===== src/rtl/alu_bist.sv =====
// Built-in self-test sequencer for the 4-bit add/sub/and/or ALU: sweeps all 1024
// {sel,a,b} vectors and checks each response. Define ALU_BIST_EARLY_STOP_EN to halt on the first mismatch.
module alu_bist #(
  parameter int ERR_W = 8
) (
  input  logic             clk,
  input  logic             rst,
  input  logic             start,
  output logic [3:0]       alu_a,
  output logic [3:0]       alu_b,
  output logic [1:0]       alu_sel,
  input  logic [3:0]       alu_out,
  input  logic             alu_carry,
  output logic             busy,
  output logic             done,
  output logic             pass,
  output logic [ERR_W-1:0] err_count,
  output logic             fail_valid,
  output logic [9:0]       first_fail
);

  typedef enum logic [1:0] {
    IDLE,
    CHECK,
    DONE
  } state_t;

  localparam logic [ERR_W-1:0] ERR_MAX = '1;
  localparam logic [9:0]       VEC_LAST = 10'h3FF;

  state_t     state;
  logic [9:0] vec;
  logic [4:0] exp_res;
  logic       mismatch;

  // The drive outputs are the vector register itself, so they are registered and
  // hold their last value once the sweep stops.
  assign alu_sel = vec[9:8];
  assign alu_a   = vec[7:4];
  assign alu_b   = vec[3:0];

  // Reference model: bit 4 is the carry (add) or the borrow (sub).
  always_comb begin
    // NOTE: default first so no path through the case leaves exp_res unassigned (no latch).
    exp_res = '0;
    unique case (alu_sel)
      2'b00: exp_res = {1'b0, alu_a} + {1'b0, alu_b};
      2'b01: exp_res = {1'b0, alu_a} - {1'b0, alu_b};
      2'b10: exp_res = {1'b0, alu_a & alu_b};
      2'b11: exp_res = {1'b0, alu_a | alu_b};
    endcase
    mismatch = ({alu_out, alu_carry} != {exp_res[3:0], exp_res[4]});
  end

  // NOTE: all state is written with non-blocking assignments so every register
  // samples the pre-edge values regardless of statement order.
  always_ff @(posedge clk) begin
    if (rst) begin
      state      <= IDLE;
      vec        <= '0;
      busy       <= 1'b0;
      done       <= 1'b0;
      pass       <= 1'b0;
      err_count  <= '0;
      fail_valid <= 1'b0;
      first_fail <= '0;
    end else begin
      unique case (state)
        IDLE, DONE: begin
          if (start) begin
            state      <= CHECK;
            vec        <= '0;
            busy       <= 1'b1;
            done       <= 1'b0;
            pass       <= 1'b0;
            err_count  <= '0;
            fail_valid <= 1'b0;
            first_fail <= '0;
          end
        end

        CHECK: begin
          if (mismatch) begin
            if (err_count != ERR_MAX) err_count <= err_count + 1'b1;
            if (!fail_valid) begin
              first_fail <= vec;
              fail_valid <= 1'b1;
            end
          end
`ifdef ALU_BIST_EARLY_STOP_EN
          if (mismatch || vec == VEC_LAST) begin
`else
          if (vec == VEC_LAST) begin
`endif
            state <= DONE;
            busy  <= 1'b0;
            done  <= 1'b1;
            // fail_valid still holds its pre-edge value, so fold in this cycle's result.
            pass  <= !(fail_valid || mismatch);
          end else begin
            vec <= vec + 10'd1;
          end
        end

        default: state <= IDLE;
      endcase
    end
  end

endmodule


===== config.mk =====
export PLATFORM = sky130hd
export DESIGN_NAME = alu_bist
export DESIGN_NICKNAME = d
export VERILOG_FILES = /design/src/rtl/alu_bist.sv
export SDC_FILE = /design/constraint.sdc
export NUM_CORES = 1
export LEC_CHECK = 0
export ABC_AREA = 1
export CORE_ASPECT_RATIO = 1.75
export CORE_MARGIN = 2
export CORE_UTILIZATION = 50
export DETAILED_ROUTE_END_ITERATION = 8
export HOLD_SLACK_MARGIN = 0.03
export PLACE_DENSITY_LB_ADDON = 0.2
export SYNTH_ARGS = -nofsm -noshare
export SYNTH_HDL_FRONTEND = slang
export SYNTH_SLANG_ARGS = --single-unit

===== constraint.sdc =====
create_clock -name clk -period 6.8 [get_ports clk]
set_clock_uncertainty 0.1 [all_clocks]
set_input_delay 1.36 -clock clk [delete_from_list [all_inputs] [get_ports clk]]
set_output_delay 1.36 -clock clk [all_outputs]
set_load 0.02 [all_outputs]

==> results of run 1 <==
==> where the power goes <==
part / internal [W] / leakage (nW) / switching (W)
clock: 0.000147 / 0.0683 / 0.0000799
combinational: 0.0000545 / 0.928 / 0.0000806
sequential: 0.000209 / 0.277 / 0.00000964
==> path summary, 6_finish.rpt <==
kind | slack, ps | cells after the start | startpoint | endpoint
worst max-delay path | 3500 | 15 | vec[0]$_SDFFE_PP0P_ | first_fail[5]$_SDFFE_PP0P_
worst min-delay path | 370 | 2 | first_fail[8]$_SDFFE_PP0P_ | first_fail[8]$_SDFFE_PP0P_
worst max register to register | 3500 | 15 | vec[0]$_SDFFE_PP0P_ | first_fail[5]$_SDFFE_PP0P_
worst min register to register | 370 | 2 | first_fail[8]$_SDFFE_PP0P_ | first_fail[8]$_SDFFE_PP0P_
==> registers in the layout, summed over array words and instances, names as in the netlist <==
name and flops:
first_fail 10, err_count 8, busy 1, pass 1, done 1, fail_valid 1, state 2, vec 10
==> cell families (layout without fill, tap and decap cells) <==
kind of cell    Yosys count  after routing
simple gates            194            194
buf+inv                  72            111
compound gates           36             36
flops                    34             34
fa+ha+maj                10             10
xor+xnor                  5              5
==> routing by layer <==
layer,up-vias,share of wire,GRT usage
met5,-,0,0
met4,0,0.031,0.108
met3,12,0.038,0.0342
met2,60,0.53,0.426
met1,1038,0.40,0.257
li1,1186,-,-
==> critical path: stages (launching register included) <==
cell and delay (ps):
dfxtp_1 540, inv_1 160, ha_1 370, nand2_1 80, o21ai_0 140, fa_1 460, xor2_1 160, nand2_1 90
nand2_1 60, nand2_1 50, nand3_1 70, nor2_2 150, nand4_4 290, nand3_2 300, nand2_1 90, a21oi_1 120
==> cells in the final DEF, fill, tap and decap left out, types with 2 or more instances in the layout <==
cell type,instances
a21oi_1,20
nand3b_1,3
nand3_1,26
nor3_1,3
nand2_1,97
nor2_2,2
nor2_1,36
inv_1,60
xor2_1,5
inv_2,3
clkdlybuf4s50_1,39
dfxtp_1,34
nand4_1,17
clkbuf_8,5
bufinv_16,2
ha_1,9
o21ai_0,12
nand3_2,4
==> per-stage QoR <==
stage	cell area, µm²	setup WS, ps	utilization	cells
final	2770	3500	0.640	441
after global routing	2770	3100	0.640	441
after CTS	2770	3450	0.640	441
after detailed placement	2630	3410	0.608	433
after global placement	2630	3490	0.608	433
after floorplan	2220	3960	-	351
==> final cells by class <==
cell class	count	area share
Inverter	63	0.0854
Timing Repair Buffer	40	0.144
Tap cell	51	0.0231
Multi-Input combinational cell	245	0.452
Clock inverter	3	0.0249
Sequential cell	34	0.246
Clock buffer	5	0.0249
==> metrics.md, run 1 <==
| Metric | Value |
|---|---|
| # diodes | 0 |
| Leakage | 1.27 nW |
| CTS H-tree lvls | 2 |
| Slew Limit Fails | 0 |
| Power Total | 0.000581 W |
| DIE WIDTH | 54.4 µm |
| Dpl hpwl | 4190 µm |
| Clock Latency Late Sink | 290 ps |
| Crit path DAT | 3410 ps |
| Worst min path class | register to register |
| Routed wire per std cell | 12.5 µm |
| Largest net degree at the start of global routing | 24 |
| CP Max Fanout | 23 |
| Post-CTS setup buffers | 0 |
| Dominant cell type by area after synthesis | dfxtp_1 |
| Setup TNS | 0 ps |
| Max Cap Viol | 0 |
| Worst Setup End Kind | register |
| Crit path time final | 3300 ps |
| EDFF count, synth | 0 |
| Top cells by count, synth | nand2_1, inv_1, nor2_1, dfxtp_1, nand3_1 |
| Top FF cell, synth | dfxtp_1 |
| Critical Path RT | 6910 ps |
| Ys Warns | 0 |
| Syn Inst Count | 351 |
| Power Density | 210 nW/µm² |
| Longest Clk Path Bufs | 2 |
| Mapped Area | 2220 µm² |
| Post-DRT Antenna Nets | 0 |
| RSZ-0062 raised after global routing | no |
| Register Area | 681 µm² |
| Post-synthesis compound-gate area fraction | 0.0857 |
| Setup Viol. Count Final | 0 |
| VDD IR max | 0.238 mV |
| Gpl congestion | 0.900 |
| Hold buffers post-CTS | 0 |
| Simple-Gate Fraction of Synth Area | 0.399 |
| Die Ht | 92.1 µm |
| Filler cells | 420 |
| Die area | 5010 µm² |
| DRT iter0 DRCs | 71 |
| Synth Register Bits | 34 |
| Initial antenna violation count | 0 |
| GR Util All Layers | 0.238 |
| Async SR Flop Fraction | 0 |
| Combinational family with the most area after synthesis | simple AND/OR/NAND/NOR gates |
| FMAX | 303 MHz |
| Yosys top cell area share | 0.307 |
| Core ar. | 4320 µm² |
| Clock transition at path regs | 70 ps |
| Post-CTS sizing | 0 |
| CTS tree | yes |
| First-pass detailed-route iteration total | 4 |
| Critical path class | register to register |
| Worst-Margin Slew | 517 ps |
| Synth area leaders | dfxtp_1, nand2_1, inv_1 |
| XOR/XNOR Fraction of Synth Area | 0.0197 |
| I/O pins | 40 |
| Vias per Instance | 5.21 |
| Syn_nets | 369 |
| Register area share after synthesis | 0.307 |
| Synthesized-area fraction occupied by adder cells | 0.0598 |
| Relative slew slack | 0.655 |
| Clock root cell | clkbuf_8 |
| Initial Util | 0.513 |
| Port bufs | 39 |
| Vias in the first global route | 2025 |
| Hold Fails Final Rpt | 0 |
| Std-Cell Rows | 32 |
| Global-route wire length before repair | 8900 µm |
| Period utilisation layout | 0.486 |
| Grt ovf | 0 |
| Clk sinks | 34 |
| Vias | 2296 |
| CP startpoint kind | register |
| Status | complete, no violations |
| Area grow syn2layout | 24.7% |
| CTS buffer count | 5 |
| Hold_ws | 372 ps |
| Most numerous cell in the Yosys netlist | nand2_1 |
| Layout cells sized above 1 | 0.0564 |
| Post-synthesis mux area share | 0 |
| NumNets Final | 407 |
| Netlist cell types | 30 |
| WL final | 5490 µm |
| Footprint of the multi-input gates | 1250 µm² |
| DRC | 0 |
| Avg Cell Area, Syn | 6.32 µm² |
Note: power is estimated with default switching activity, not from simulation.
==> run 2, diff against run 1 <==
- CORE_UTILIZATION: 50 -> 48
- clock period: 6.8 -> 2.98 ns (I/O delays scaled with it)
==> metrics.md, run 2 (synthesized netlist as in run 1, its figures left out) <==
| Metric | Value |
|---|---|
| Non-Filler Instances | 456 (+3.4%) |
| Hold buffers post-CTS | 0 (unchanged) |
| Clock Latency Late Sink | 300 ps (about the same) |
| Die area | 5210 µm² (+3.9%) |
| Area grow syn2layout | 31.1% |
| First-pass detailed-route iteration total | 4 (unchanged) |
| DRC | 0 (unchanged) |
| CP startpoint kind | register |
| Initial antenna violation count | 0 (unchanged) |
| Initial Util | 0.499 (-0.0139) |
| Hold Fails Final Rpt | 0 (unchanged) |
| DRT iter0 DRCs | 79 (+11%) |
| Utilization after layout | 0.655 (+0.0145) |
| FMAX | 364 MHz (+20%) |
| Relative slew slack | 0.642 (-0.0125) |
| Clk sinks | 34 (unchanged) |
| Critical path class | register to register |
| Vias in the first global route | 2289 (+13%) |
| Worst Setup End Kind | register |
| WL final | 6040 µm (+10%) |
| Max Cap Viol | 0 (unchanged) |
| NumNets Final | 422 (+3.7%) |
| # diodes | 0 (unchanged) |
| Power Total | 0.00137 W (+140%) |
| DIE WIDTH | 55.4 µm (+1.9%) |
| Most frequent cells in the layout | nand2_1, inv_1, clkdlybuf4s50_1, nor2_1, dfxtp_1 |
| Critical Path RT | 3040 ps (-3870 ps) |
| Most common cell after layout, fill and taps aside | nand2_1 |
| Power Density | 471 nW/µm² (+120%) |
| Worst-Margin Slew | 535 ps (+18.3 ps) |
| Layout cells sized above 1 | 0.0988 (+0.0424) |
| Crit path DAT | 2800 ps (-610 ps) |
| Slack of the critical path | 230 ps (-3270 ps) |
| Slew Limit Fails | 0 (unchanged) |
| CTS H-tree lvls | 2 (unchanged) |
| Worst min path class | register to register |
| GR Util All Layers | 0.238 (+0.000555) |
| Vias per Instance | 5.22 (+0.25%) |
| Top flop regs | first_fail x10, vec x10, err_count x8 |
| Crit path time final | 2750 ps (-555 ps) |
| Hold_ws | 373 ps (+0.113 ps) |
| Longest Clk Path Bufs | 2 (unchanged) |
| RSZ-0062 raised after global routing | yes |
| Grt ovf | 0 (unchanged) |
| Dpl cells | 444 (+2.5%) |
| Post-DRT Antenna Nets | 0 (unchanged) |
| CTS buffer count | 5 (unchanged) |
| Period utilisation layout | 0.923 (+0.437) |
| Leakage | 1.35 nW (+5.9%) |
| VDD IR max | 0.568 mV (+140%) |
| Status | complete, no violations |
| Gpl congestion | 0.955 (+6.1%) |
| Clock root cell | clkbuf_8 |
| DP Worst Slack | 152 ps (-3260 ps) |
| Setup Viol. Count Final | 0 (unchanged) |
| Largest net degree at the start of global routing | 22 (-8.3%) |
| I/O pins | 40 (unchanged) |
| Port bufs | 39 (unchanged) |
| Dpl hpwl | 4480 µm (+6.9%) |
| Std-Cell Rows | 32 (unchanged) |
| Die Ht | 94.0 µm (+2.0%) |
| Vias | 2380 (+3.7%) |
| Global-route wire length before repair | 9960 µm (+12%) |
| CP Max Fanout | 8 (-65%) |
| Core ar. | 4440 µm² (+2.8%) |
| Routed wire per std cell | 13.2 µm (+6.4%) |
| CTS tree | yes |
| Clock transition at path regs | 70 ps (about the same) |
==> run 2: changes by cell type in the layout (fill, tap and decap cells not counted), sizes merged <==
cell,before,now
clkbuf,5,6
nand4,18,19
buf,1,15
clkinv,1,0
==> run 2: worst max-delay path, stage by stage (launching register included) <==
cell and delay (ps):
dfxtp_1 330, inv_1 80, ha_1 240, nor2_1 140, xor2_1 190, ha_1 310
xor2_1 180, nand2_1 90, nand2_1 60, nand2_1 50, nand3_1 110, nor2_4 170
nand4_4 170, buf_4 210, nand3b_1 100, a21oi_1 70
==> run 2: report_power, final <==
| part | switching (W) | internal [W] |
|---|---|---|
| clock network | 0.000182 | 0.000357 |
| registers | 0.0000178 | 0.000477 |
| logic | 0.000202 | 0.000134 |
| total | 0.000402 | 0.000968 |
==> run 2: repair_timing <==
action	4_1_cts	5_1_grt
buffers inserted	0	3
resized for setup	0	6
endpoints found under the setup margin	0	20
==> run 2: worst paths after layout <==
kind	startpoint	endpoint	slack (ps)	cells past startpoint
setup / recovery	vec[0]$_SDFFE_PP0P_	err_count[6]$_SDFFE_PP0P_	230	15
hold / removal	first_fail[5]$_SDFFE_PP0P_	first_fail[5]$_SDFFE_PP0P_	370	2
setup reg to reg	vec[0]$_SDFFE_PP0P_	err_count[6]$_SDFFE_PP0P_	230	15
hold reg to reg	first_fail[5]$_SDFFE_PP0P_	first_fail[5]$_SDFFE_PP0P_	370	2
==> run 2: metal layers <==
layer	vias up	share of wire	GRT usage
met5	-	0	0
li1	1220	-	-
met4	0	0.034	0.140
met1	1073	0.39	0.246
met2	71	0.55	0.449
met3	16	0.033	0.0303
==> run 2: area by class of cell <==
class,instances,area (µm²)
Fill cell,433,1540
Timing Repair Buffer,54,503
Inverter,63,236
Clock buffer,6,82.6
Sequential cell,34,681
Clock inverter,2,60.1
Tap cell,51,63.8
Multi-Input combinational cell,246,1280
==> run 2: per-stage QoR <==
step,area (µm²),setup TNS (ps)
after floorplan,2220,0
after global placement,2710,0
after detailed placement,2710,0
after CTS,2860,0
after global routing,2910,-39.2
final,2910,0
==> run 3, diff against run 2 <==
- CELL_PAD_IN_SITES_DETAIL_PLACEMENT: not set -> 1
- CELL_PAD_IN_SITES_GLOBAL_PLACEMENT: not set -> 1
- CORE_UTILIZATION: 48 -> 33
==> metrics.md, run 3 (synthesized netlist as in run 1, its figures left out) <==
| Metric | Value |
|---|---|
| Met2 wire length | 4130 µm (+25%) |
| First-pass detailed-route iteration total | 4 (unchanged) |
| # diodes | 0 (unchanged) |
| Initial antenna violation count | 0 (unchanged) |
| Crit path time final | 2780 ps (+32.0 ps) |
| Top layer in use | met4 |
| RSZ-0062 raised after global routing | no |
| Clock transition at path regs | 60 ps (about the same) |
| Period utilisation layout | 0.933 (+0.0107) |
| Placed cell areas | 2790 µm² (+2.8%) |
| Vias | 2449 (+2.9%) |
| Vias in the first global route | 2444 (+6.8%) |
| DRT iter0 DRCs | 96 (+22%) |
| VDD IR max | 0.210 mV (-63%) |
| NumNets Final | 426 (+0.95%) |
| Leakage | 1.36 nW (+1.2%) |
| Initial Util | 0.339 (-0.160) |
| Dpl cells | 480 (+8.1%) |
| Metal-1 WL | 2670 µm (+14%) |
| Die area | 7420 µm² (+43%) |
| Std-Cell Rows | 39 (+22%) |
| Hold buffers post-CTS | 0 (unchanged) |
| Setup Viol. Count Final | 0 (unchanged) |
| CTS buffer count | 5 (unchanged) |
| I/O pins | 40 (unchanged) |
| WL final | 7410 µm (+23%) |
| Global-route wire length before repair | 11600 µm (+16%) |
| Dpl hpwl | 5640 µm (+26%) |
| Most frequent cells in the layout | nand2_1, inv_1, clkdlybuf4s50_1, nor2_1, dfxtp_1 |
| Register Area | 682 µm² (+0.18%) |
| Top flop regs | first_fail x10, vec x10, err_count x8 |
| Finished Cell Area | 2990 µm² (+2.9%) |
| Max Cap Viol | 0 (unchanged) |
| CTS tree | yes |
| Critical path class | register to register |
| Longest Clk Path Bufs | 2 (unchanged) |
| Worst Setup End Kind | register |
| Slew Limit Fails | 0 (unchanged) |
| Clock Latency Late Sink | 280 ps (-20 ps) |
| Vias per Instance | 5.00 (-4.2%) |
| Power Density | 453 nW/µm² (-3.8%) |
| DRC | 0 (unchanged) |
| Non-Filler Instances | 490 (+7.5%) |
| Layout cells sized above 1 | 0.115 (+0.0164) |
| Critical Path RT | 3100 ps (+60 ps) |
| Status | complete, no violations |
| Clk sinks | 34 (unchanged) |
| Power Total | 0.00136 W (-0.99%) |
| CP Max Fanout | 5 (-3) |
| CTS H-tree lvls | 2 (unchanged) |
| Crit path DAT | 2900 ps (+100 ps) |
| Worst min path class | register to register |
| Footprint of the multi-input gates | 1300 µm² (+1.7%) |
| Hold Fails Final Rpt | 0 (unchanged) |
| Hold_ws | 361 ps (-11.2 ps) |
| Largest net degree at the start of global routing | 22 (unchanged) |
| FMAX | 360 MHz (-1.2%) |
| CP startpoint kind | register |
| Post-DRT Antenna Nets | 0 (unchanged) |
| Worst-Margin Slew | 542 ps (+6.69 ps) |
| Gpl congestion | 0.864 (-9.5%) |
| Area grow syn2layout | 34.8% |
| Relative slew slack | 0.638 (-0.00374) |
| Core ar. | 6540 µm² (+47%) |
| Port bufs | 39 (unchanged) |
| GR Util All Layers | 0.205 (-0.0334) |
| Die Ht | 112 µm (+20%) |
| Routed wire per std cell | 15.1 µm (+14%) |
| Met3 WL | 228 µm (+15%) |
| Clock root cell | clkbuf_16 |
| Most common cell after layout, fill and taps aside | nand2_1 |
| Grt ovf | 0 (unchanged) |
| Utilization after layout | 0.458 (-0.197) |
| DIE WIDTH | 66.0 µm (+19%) |
| Filler cells | 895 (+110%) |
## run 3: repair_timing
action	4_1_cts	5_1_grt
setup buffers	0	2
cloned	0	1
hold endpoints to repair	0	0
setup endpoints to repair	19	20
pin swaps	0	4
resized for setup	1	9
## run 3: path summary, 6_finish.rpt
check                              from                         end  slack [ps]  depth (start not counted)
min reg2reg  first_fail[5]$_SDFFE_PP0P_  first_fail[5]$_SDFFE_PP0P_         360                          2
max reg2reg         vec[1]$_SDFFE_PP0P_  first_fail[2]$_SDFFE_PP0P_         200                         15
max                 vec[1]$_SDFFE_PP0P_  first_fail[2]$_SDFFE_PP0P_         200                         15
min          first_fail[5]$_SDFFE_PP0P_  first_fail[5]$_SDFFE_PP0P_         360                          2
## run 3: per-layer routing
metal	GRT usage	vias to the layer above
li1	-	1228
met1	0.202	1150
met2	0.383	51
met3	0.0331	20
met4	0.122	0
met5	0	-
## run 3: power by group
part / switching [W] / internal (W) / leakage, nW / total [W]
Sequential: 0.0000165 / 0.000478 / 0.278 / 0.000495
Clock: 0.000197 / 0.000302 / 0.0694 / 0.000498
Combinational: 0.000222 / 0.000142 / 1.02 / 0.000364
Total: 0.000435 / 0.000922 / 1.36 / 0.00136
## run 3: layout make-up
type / instances / area share
Inverter: 63 / 0.0790
Clock inverter: 2 / 0.00334
Multi-Input combinational cell: 246 / 0.436
Tap cell: 82 / 0.0343
Sequential cell: 34 / 0.228
Timing Repair Buffer: 58 / 0.178
Clock buffer: 5 / 0.0418
## run 3: per-stage QoR
step | setup TNS [ps] | setup slack, ps
finish | 0 | 198
global route | 0 | 21.1
CTS | 0 | 51.6
detailed placement | -318 | -39.5
global placement | 0 | 5.62
floorplan | 0 | 144
## run 3: critical path: stages, from the launching register on
cell	delay, ps
dfxtp_1	340
inv_1	100
ha_1	240
nor2_1	140
xor2_1	170
ha_1	310
a21oi_1	210
nand2_1	70
nand2_1	60
nand3_1	80
nand3b_1	240
nand4_4	200
buf_4	200
nand4_1	70
nand2_1	70
nor2_1	110
